--- src/rtl/sound_addr_sequencer.sv ---
// Multi-channel sample-ROM address sequencer: each channel walks a base/length region in
// one-shot or loop mode, and a fixed-priority mux (channel 0 highest) drives the ROM address.
module sound_addr_sequencer #(
  parameter int unsigned N  = 16,
  parameter int unsigned CH = 4,
  parameter int unsigned SW = (CH > 1) ? $clog2(CH) : 1
) (
  input  logic            Sound_clk,
  input  logic            Reset,
  input  logic [CH-1:0]   Play,
  input  logic [CH-1:0]   Stop,
  input  logic [CH-1:0]   Loop,
  input  logic [CH*N-1:0] Base,
  input  logic [CH*N-1:0] Len,
  output logic [N-1:0]    Addr,
  output logic [SW-1:0]   Ch_sel,
  output logic            Active,
  output logic [CH-1:0]   Playing,
  output logic [CH-1:0]   Done
);

  typedef enum logic {StIdle, StPlay} state_e;

  localparam logic [N-1:0] OffOne = N'(1);

  state_e       state_q [CH];
  state_e       state_d [CH];
  logic [N-1:0] off_q   [CH];
  logic [N-1:0] off_d   [CH];
  logic [N-1:0] base_q  [CH];
  logic [N-1:0] base_d  [CH];
  logic [N-1:0] len_q   [CH];
  logic [N-1:0] len_d   [CH];
  logic [CH-1:0] loop_q, loop_d;
  logic [CH-1:0] done_q, done_d;

  // Per-edge priority: Stop beats Play beats advance.
  always_comb begin
    done_d = '0;
    loop_d = loop_q;
    for (int i = 0; i < CH; i++) begin
      state_d[i] = state_q[i];
      off_d[i]   = off_q[i];
      base_d[i]  = base_q[i];
      len_d[i]   = len_q[i];
      if (Stop[i]) begin
        state_d[i] = StIdle;
        off_d[i]   = '0;
      end else if (Play[i] && (Len[i*N +: N] != '0)) begin
        state_d[i] = StPlay;
        off_d[i]   = '0;
        base_d[i]  = Base[i*N +: N];
        len_d[i]   = Len[i*N +: N];
        loop_d[i]  = Loop[i];
      end else if (state_q[i] == StPlay) begin
        if (off_q[i] == len_q[i] - OffOne) begin
          off_d[i] = '0;
          if (!loop_q[i]) begin
            state_d[i] = StIdle;
            done_d[i]  = 1'b1;
          end
        end else begin
          off_d[i] = off_q[i] + OffOne;
        end
      end
    end
  end

  always_ff @(posedge Sound_clk or posedge Reset) begin
    if (Reset) begin
      for (int i = 0; i < CH; i++) begin
        state_q[i] <= StIdle;
        off_q[i]   <= '0;
        base_q[i]  <= '0;
        len_q[i]   <= '0;
      end
      loop_q <= '0;
      done_q <= '0;
    end else begin
      for (int i = 0; i < CH; i++) begin
        state_q[i] <= state_d[i];
        off_q[i]   <= off_d[i];
        base_q[i]  <= base_d[i];
        len_q[i]   <= len_d[i];
      end
      loop_q <= loop_d;
      done_q <= done_d;
    end
  end

  // Scan from the highest index down so the lowest playing channel wins.
  always_comb begin
    Addr    = '0;
    Ch_sel  = '0;
    Active  = 1'b0;
    Playing = '0;
    for (int i = int'(CH) - 1; i >= 0; i--) begin
      if (state_q[i] == StPlay) begin
        Playing[i] = 1'b1;
        Active     = 1'b1;
        Ch_sel     = SW'(i);
        Addr       = base_q[i] + off_q[i];
      end
    end
  end

  assign Done = done_q;

endmodule

--- config.mk ---
export PLATFORM = sky130hd
export DESIGN_NAME = sound_addr_sequencer
export DESIGN_NICKNAME = d
export VERILOG_FILES = /design/src/rtl/sound_addr_sequencer.sv
export SDC_FILE = /design/constraint.sdc
export NUM_CORES = 1
export LEC_CHECK = 0
export CAP_MARGIN = 10
export CORE_UTILIZATION = 65
export CTS_CLUSTER_SIZE = 8
export DETAILED_ROUTE_END_ITERATION = 8
export DONT_BUFFER_PORTS = 1
export MAX_ROUTING_LAYER = met4
export PLACE_DENSITY = 0.89
export SYNTH_ARGS = -nofsm -noshare
export SYNTH_HDL_FRONTEND = slang
export SYNTH_SLANG_ARGS = --single-unit
--- constraint.sdc ---
create_clock -name Sound_clk -period 16.5 [get_ports Sound_clk]
set_clock_uncertainty 0.05 [all_clocks]
set_input_delay 1.65 -clock Sound_clk [delete_from_list [all_inputs] [get_ports Sound_clk]]
set_output_delay 1.65 -clock Sound_clk [all_outputs]
set_load 0.03 [all_outputs]
* Word level (Yosys, flattened, before mapping)
Index checks and enable logic that the tools add are counted.
** Storage, ports and cells
- Register bits after elaboration :: 204
- Input bits :: 142
- Output and inout bits :: 27
- Word-level logic and storage cells :: 128
** Cells by class
- Add/sub/neg operators :: 12
- Equal/unequal tests :: 4
- Muxes and demuxes :: 71
- Bitwise gates (word level) :: 4
- Reductions and logical operators :: 16
** Operator list (number)
- $mux 16 :: 20
- $add 16x1->16 const B :: 4
- $add 16x16->16 :: 4
- $eq 16x16->1 :: 4
- $reduce_bool 16->1 :: 4
- $sub 16x1->16 const B :: 4
- $mux 1 :: 47
- $reduce_bool 3->1 :: 4
- $mux 2 :: 4
- $reduce_and 2->1 :: 4
- $logic_and 1x1->1 :: 4
- $not 1->1 :: 4

* Logic depth before layout (Yosys ltp)
Gate-level depths: netlist (run 1).
- Depth after elaboration :: 6
- Mapped depth :: 12
- Mapped depth without buffers :: 11

* Least setup slack after synthesis (run 1)
No wires, ideal clock.
- Path type :: register to output
- Start point :: reg off_q[48] in the netlist's numbering
- End point :: out Addr[14]
- Arrival time :: 3059 ps
- Data required time :: 14800 ps
- Setup slack :: 11741 ps
- Cell stages (with the launch flop) :: 12
- Path buffers :: 0
- Path through :: dfrtp_1 > ha_1 > inv_1 > fa_1 > nor2b_1 > o31a_1 > nor2_1 > o31ai_1 > nor4_1 > o41ai_1 > xnor2_1 > a221oi_1
** On the way
- Longest elaborated chain between the ends :: 2
** RTL lines
- from (decl) :: RTL line 28 : logic [N-1:0] off_q [CH];
- from (signal, indexed assignment) :: RTL line 82 : off_q[i] <= off_d[i];
- $add 16x16->16 :: RTL line 102 : Addr = base_q[i] + off_q[i];
- $mux 16 :: RTL line 98 : if (state_q[i] == StPlay) begin
- to (decl) :: RTL line 15 : output logic [N-1:0] Addr,
Every way passes these cells.

* Worst setup path in the final report (run 1)
Ends and elaborated chain as after synthesis.

==> results of run 1 <==
kinds of logic after synthesis:
group / count (synthesis) / share of synthesized area (%)
flops: 204 / 35.80
compound gates: 326 / 14.82
buf+inv: 101 / 2.720
simple gates: 553 / 19.88
fa+ha+maj: 72 / 6.528
xor+xnor: 149 / 9.151
mux: 142 / 11.11
worst max-delay path: cells and delay by family (launching register included):
family | cells | cell delay, ns
DFF | 1 | 0.43
adders and majority gates | 2 | 0.60
AOI/OAI and AO/OA | 4 | 1.94
buffers and inverters | 1 | 0.06
xor gates and xnor gates | 1 | 0.12
and+or+nand+nor | 3 | 0.37
through the flow:
step                      power, uW  instance area (um^2)
after global placement        901.6                 14460
final                          1432                 15210
after floorplan               839.3                 14260
after global routing           1488                 15210
after detailed placement      915.0                 14460
after CTS                      1434                 15210
cells in the final DEF (no fill, tap or decap), types with 38 or more instances in the layout:
master / instances
a21oi_1: 68
dfrtp_1: 204
ha_1: 68
inv_1: 38
mux2_2: 120
nand2_1: 143
nand3_1: 51
nor2_1: 89
nor3_1: 61
o21ai_0: 91
xnor2_1: 75
xor2_1: 74
area by class of cell:
type	count	area (um^2)	area share, %
inverters	39	153.9	1.012
multi-input cells	1242	8778	57.73
clock inverters	2	13.76	0.09051
clock buffers	30	729.5	4.797
repair buffers	11	82.58	0.5430
flip-flops and latches	204	5105	33.57
well taps	275	344.1	2.263
worst min-delay path by stage:
stage               from      end  slack [ns]  cells after the start
2_1_floorplan  loop_q[2]  Done[2]        0.37                      1
3_3_place_gp   loop_q[3]  Done[3]        0.39                      1
3_5_place_dp   loop_q[0]  Done[0]        0.43                      1
4_1_cts        loop_q[3]  Done[3]        0.43                      1
5_1_grt        loop_q[0]  Done[0]        0.45                      1
6_report       loop_q[3]  Done[3]        0.43                      1
per-layer routing:
layer	vias to the layer above	share of wire (%)	track usage [%]
met5	-	0	-
met4	0	4.3	14.55
met3	108	5.8	4.667
met2	442	49	55.76
met1	5724	41	40.93
li1	5620	-	-
where the power goes:
part           switching [uW]  total [uW]  internal, uW
clock                     212         518           306
combinational             174         305           131
sequential               59.1         609           550
total                     445        1430           988
synthesized netlist by cell type (30+ instances only):
master	instances
dfrtp_1	204
nand2_1	143
mux2_2	120
nor2_1	91
o21ai_0	91
xnor2_1	75
xor2_1	74
a21oi_1	68
ha_1	68
nor3_1	61
clkbuf_1	55
nand3_1	51
inv_1	39
and3_1	30
registers in the layout, indices dropped and copies added (netlist names):
signal	cells
off_q	64
len_q	64
loop_q	4
Done	4
state_q	4
base_q	64
==> impl_results.md, run 1 <==
* Max FO, Critical Path at 6
* CP Cell Sequence: ha_1 -> inv_1 -> fa_1 -> nor2b_1 -> o31a_1 -> nor2_1 -> o31ai_1 -> nor4_1 -> o41ai_1 -> xnor2_1 -> a221oi_1
* Worst-path clk slew at 0.06 ns
* Total Wirelength at 35980 um
* First-pass GRT wire length at 58570 um
* Final min period at 5.756 ns
* RR Startpoint: len_q[2]
* Initial core utilization at 67.00%
* Netlist cell types at 71
* Rows at 53
* Post-CTS setup buffers at 0
* Htree depth at 1
* Pleak at 0.006341 uW
* Worst Setup SP: off_q[48]
* RSZ-0062 raised after global routing: false
* CTS tree: built
* Die width at 150.1 um
* Vias in the first global route at 11983
* Post-cts resize count at 0
* DP Worst Slack at 11.32 ns
* Share of layout cells above drive strength 1 at 13.02%
* Remaining DRCs at 0
* Worst slew pin tran at 1.211 ns
* Hold WS at 0.4335 ns
* Initial antenna violation count at 0
* Total track usage at 33.57%
* HPWL Detailed at 26760 um
* Cell count after synthesis at 1547
* Setup TNS at 0 ns
* Root Driver: clkbuf_16
* Post-synth EDFFs at 0
* Post-synthesis register bit count at 204
* CP max stage cell: a221oi_1
* Slew headroom at 18.41%
* Seq/Total Area, Yosys at 35.80%
* Fmax at 0.1737 GHz
* Final core occ at 71.44%
* Max-slew violation total from the final report at 0
* Worst path max stage delay at 0.95 ns
* Finished Layout Cells at 1803
* Setup ws final at 10.74 ns
* Yosys warnings at 0
* I/O Buffers at 0
* Clk_lat worst skew at 0.55 ns
* Post-synth top area cell: dfrtp_1
* Area share of the largest cell type after synthesis at 35.80%
* CTS Buf Count at 29
* Worst Path Required at 14.80 ns
* DR vias at 11894
* Core Region at 21290 um^2
* Synth top area cells: dfrtp_1 36%, mux2_2 9.5%, ha_1 6.0%
* Top FF cell, synth: dfrtp_1
* Cell area power density at 94.18 nW/um^2
* Peak VDD IR at 0.08282 mV
* Pre-Repair DR Iteration Count at 7
* Die footprint at 22540 um^2
* Clock sinks at 204
* Crit path arrival time at 4.06 ns
* Final Hold Vio Count at 0
* FF-to-FF setup slack at 12.83 ns
* Worst Hold Class: register to register
* Worst R2R End: off_q[8]
* Fin nets at 1741
* Syn_nets at 1761
* Longest Clk Path Bufs at 3
* Reg2Reg Depth at 8
* GRT overflow at 0
* Max-cap violations at 0
* Final setup vio count at 0
* Status: completed
* Hold Buf Count CTS at 0
* Wire length per cell at 19.96 um
* Post-route ant nets at 0
* # fillers at 1530
* Area growth syn-to-layout at 6.633%
* CP Class: register to output pin
* Asr flop ratio synth at 100.0%
* Vias per inst at 6.597
* CP endpoint kind: output pin
* Placer Congestion at 0.9276
* Die extent in y at 150.1 um
* Initial DRC count at 819
* Placed Cells at 1771
* Ports at 169
* Post-synthesis area per instance at 9.219 um^2
* Mapped Area at 14260 um^2
* Largest net degree at the start of global routing at 133
* Startpoint Class: register
* Antenna diodes at 0
* Crit path to: Addr[14]
* Fin crit share at 34.88%
Power figures use the tool's default switching activity.
==> run 2: changes to the inputs <==
==> constraint.sdc (replaced) <==
create_clock -name Sound_clk -period 5.34 [get_ports Sound_clk]
set_clock_uncertainty 0.05 [all_clocks]
set_input_delay 0.534 -clock Sound_clk [delete_from_list [all_inputs] [get_ports Sound_clk]]
set_output_delay 0.534 -clock Sound_clk [all_outputs]
set_load 0.03 [all_outputs]
==> impl_results.md, run 2 (same netlist as run 1, synthesis figures left out) <==
* Status: completed
* Crit path arrival time at 3.71 ns (-0.35 ns)
* I/O Buffers at 0 (unchanged)
* Largest net degree at the start of global routing at 103 (-23%)
* Hold_sp: Len[17]
* Peak VDD IR at 0.2662 mV (+220%)
* Pleak at 0.006381 uW (+0.64%)
* Pre-Repair DR Iteration Count at 5 (-2)
* Remaining DRCs at 0 (unchanged)
* CTS tree: built
* CP Class: register to output pin
* Initial core utilization at 67.00% (unchanged)
* Placer Congestion at 0.9685 (+4.4%)
* RSZ-0062 raised after global routing: false
* Root Driver: clkbuf_16
* Fin crit share at 80.47%
* Startpoint Class: register
* # fillers at 1534 (+0.26%)
* Final setup vio count at 0 (unchanged)
* WHS Endpoint: len_q[33]
* Pwr Total at 4421 uW (+210%)
* Initial DRC count at 898 (+9.6%)
* CP endpoint kind: output pin
* Htree depth at 1 (unchanged)
* Area growth syn-to-layout at 7.238%
* Fmax at 0.2327 GHz
* Worst-path clk slew at 0.05 ns (about the same)
* Wire length per cell at 19.70 um (-1.3%)
* Die extent in y at 150.1 um (unchanged)
* Hold Buf Count CTS at 3 (+3)
* Die width at 150.1 um (unchanged)
* Worst slew pin tran at 1.192 ns (-0.01936 ns)
* Rows at 53 (unchanged)
* FF-to-FF setup slack at 1.74 ns (-11.09 ns)
* Hold path cells at 2 (+1)
* HPWL Detailed at 26440 um (-1.2%)
* Post-CTS setup buffers at 0 (unchanged)
* Max FO, Critical Path at 9 (+3)
* Cell area power density at 289.1 nW/um^2 (+210%)
* Setup TNS at 0 ns (unchanged)
* Finished Layout Cells at 1813 (+0.55%)
* Core Region at 21290 um^2 (unchanged)
* Setup ws final at 1.043 ns (-9.701 ns)
* Longest Clk Path Bufs at 3 (unchanged)
* Post-route ant nets at 0 (unchanged)
* Net Sw Frac at 30.72% (-0.33 points)
* Final min period at 4.297 ns
* Total track usage at 32.76% (-0.81 points)
* Slew headroom at 19.71% (+1.3 points)
* Worst Setup SP: off_q[51]
* Clock sinks at 204 (unchanged)
* Sequential Power Share at 42.6% (about the same)
* Ports at 169 (unchanged)
* DP Worst Slack at 1.702 ns (-9.615 ns)
* GRT overflow at 0 (unchanged)
* Max-slew violation total from the final report at 0 (unchanged)
* Part of the power in combinational logic at 21.5% (+0.2 points)
* Worst Path Required at 4.76 ns (-10.04 ns)
* Vias in the first global route at 11793 (-1.6%)
* CTS Buf Count at 29 (unchanged)
* Post-cts resize count at 0 (unchanged)
* Initial antenna violation count at 1 (+1)
* Vias per inst at 6.629 (+0.49%)
* Total Wirelength at 35720 um (-0.73%)
* Share of layout cells above drive strength 1 at 13.34% (+0.31 points)
* Placed Cells at 1777 (+0.34%)
* Die footprint at 22540 um^2 (unchanged)
* Worst Hold Class: primary input to register
* Fin nets at 1750 (+0.52%)
* Clk_lat worst skew at 0.54 ns (about the same)
* Worst R2R End: off_q[7]
* Max-cap violations at 0 (unchanged)
* Largest registers: base_q (64), len_q (64), off_q (64)
* Most frequent cells in the layout: 204 x dfrtp_1, 143 x nand2_1, 120 x mux2_2
* RR Startpoint: len_q[3]
* Reg2Reg Depth at 8 (unchanged)
* Sw power at 1358 uW (+210%)
* Clock power frac at 35.9% (-0.3 points)
* Most common cell after layout, fill and taps aside: dfrtp_1
* DR vias at 12019 (+1.1%)
* P_int at 3063 uW (+210%)
* Final Hold Vio Count at 0 (unchanged)
* First-pass GRT wire length at 57230 um (-2.3%)
-- run 2: cell types whose count changed in the layout (fill, tap and decap cells not counted) --
cell,delta
clkinvlp_4,+1
diode_2,+1
inv_8,-1
dlygate4sd3_1,+3
buf_4,+5
buf_12,+1
-- run 2: layout make-up --
| class | instances | area, um^2 | share of cell area [%] |
|---|---|---|---|
| inverter | 39 | 150.1 | 0.9818 |
| sequential | 204 | 5105 | 33.38 |
| clock buffer | 30 | 729.5 | 4.770 |
| antenna | 1 | 2.502 | 0.01636 |
| multi-input combinational | 1242 | 8778 | 57.40 |
| timing repair buffer | 20 | 170.2 | 1.113 |
| tap | 275 | 344.1 | 2.250 |
| clock inverter | 2 | 13.76 | 0.08999 |
-- run 2: routing by layer --
metal	share of wire, %	wire (um)	track usage [%]	vias to the layer above
met5	0	0	-	-
met4	5.0	1799	16.01	0
met3	5.5	1960	4.515	121
met2	48	17020	53.01	454
met1	42	14940	40.50	5822
li1	-	-	-	5622
-- run 2: how the worst max path moves through the flow --
stage and endpoint:
2_1_floorplan Addr[14], 3_3_place_gp Addr[11], 4_1_cts Addr[11], 3_5_place_dp Addr[11], 6_report Addr[11], 5_1_grt Addr[14]
-- run 2: power groups by stage --
stage | Combinational [uW] | Sequential (uW) | Clock (uW)
global route | 1040 | 1900 | 1670
global placement | 903 | 1890 | 0
floorplan | 762 | 1830 | 0
finish | 951 | 1880 | 1590
detailed placement | 933 | 1900 | 0
CTS | 945 | 1880 | 1610
-- run 2: per-stage QoR --
stage	area [um^2]	util (%)	hold WS [ns]
finish	15290	71.85	0.06359
global route	15290	71.85	0.06518
CTS	15290	71.83	0.05005
detailed placement	14520	68.20	0.4161
global placement	14520	68.20	0.3944
floorplan	14260	-	0.3696
-- run 2: worst max-delay path, cell delays in order (launching register included) --
cell and delay, ns:
dfrtp_1 0.47, ha_1 0.43, a21oi_1 0.17, nor2b_1 0.08
a311oi_1 0.45, o31ai_1 0.18, o21ai_0 0.21, nand2b_1 0.10
xnor2_1 0.13, a221oi_1 0.96
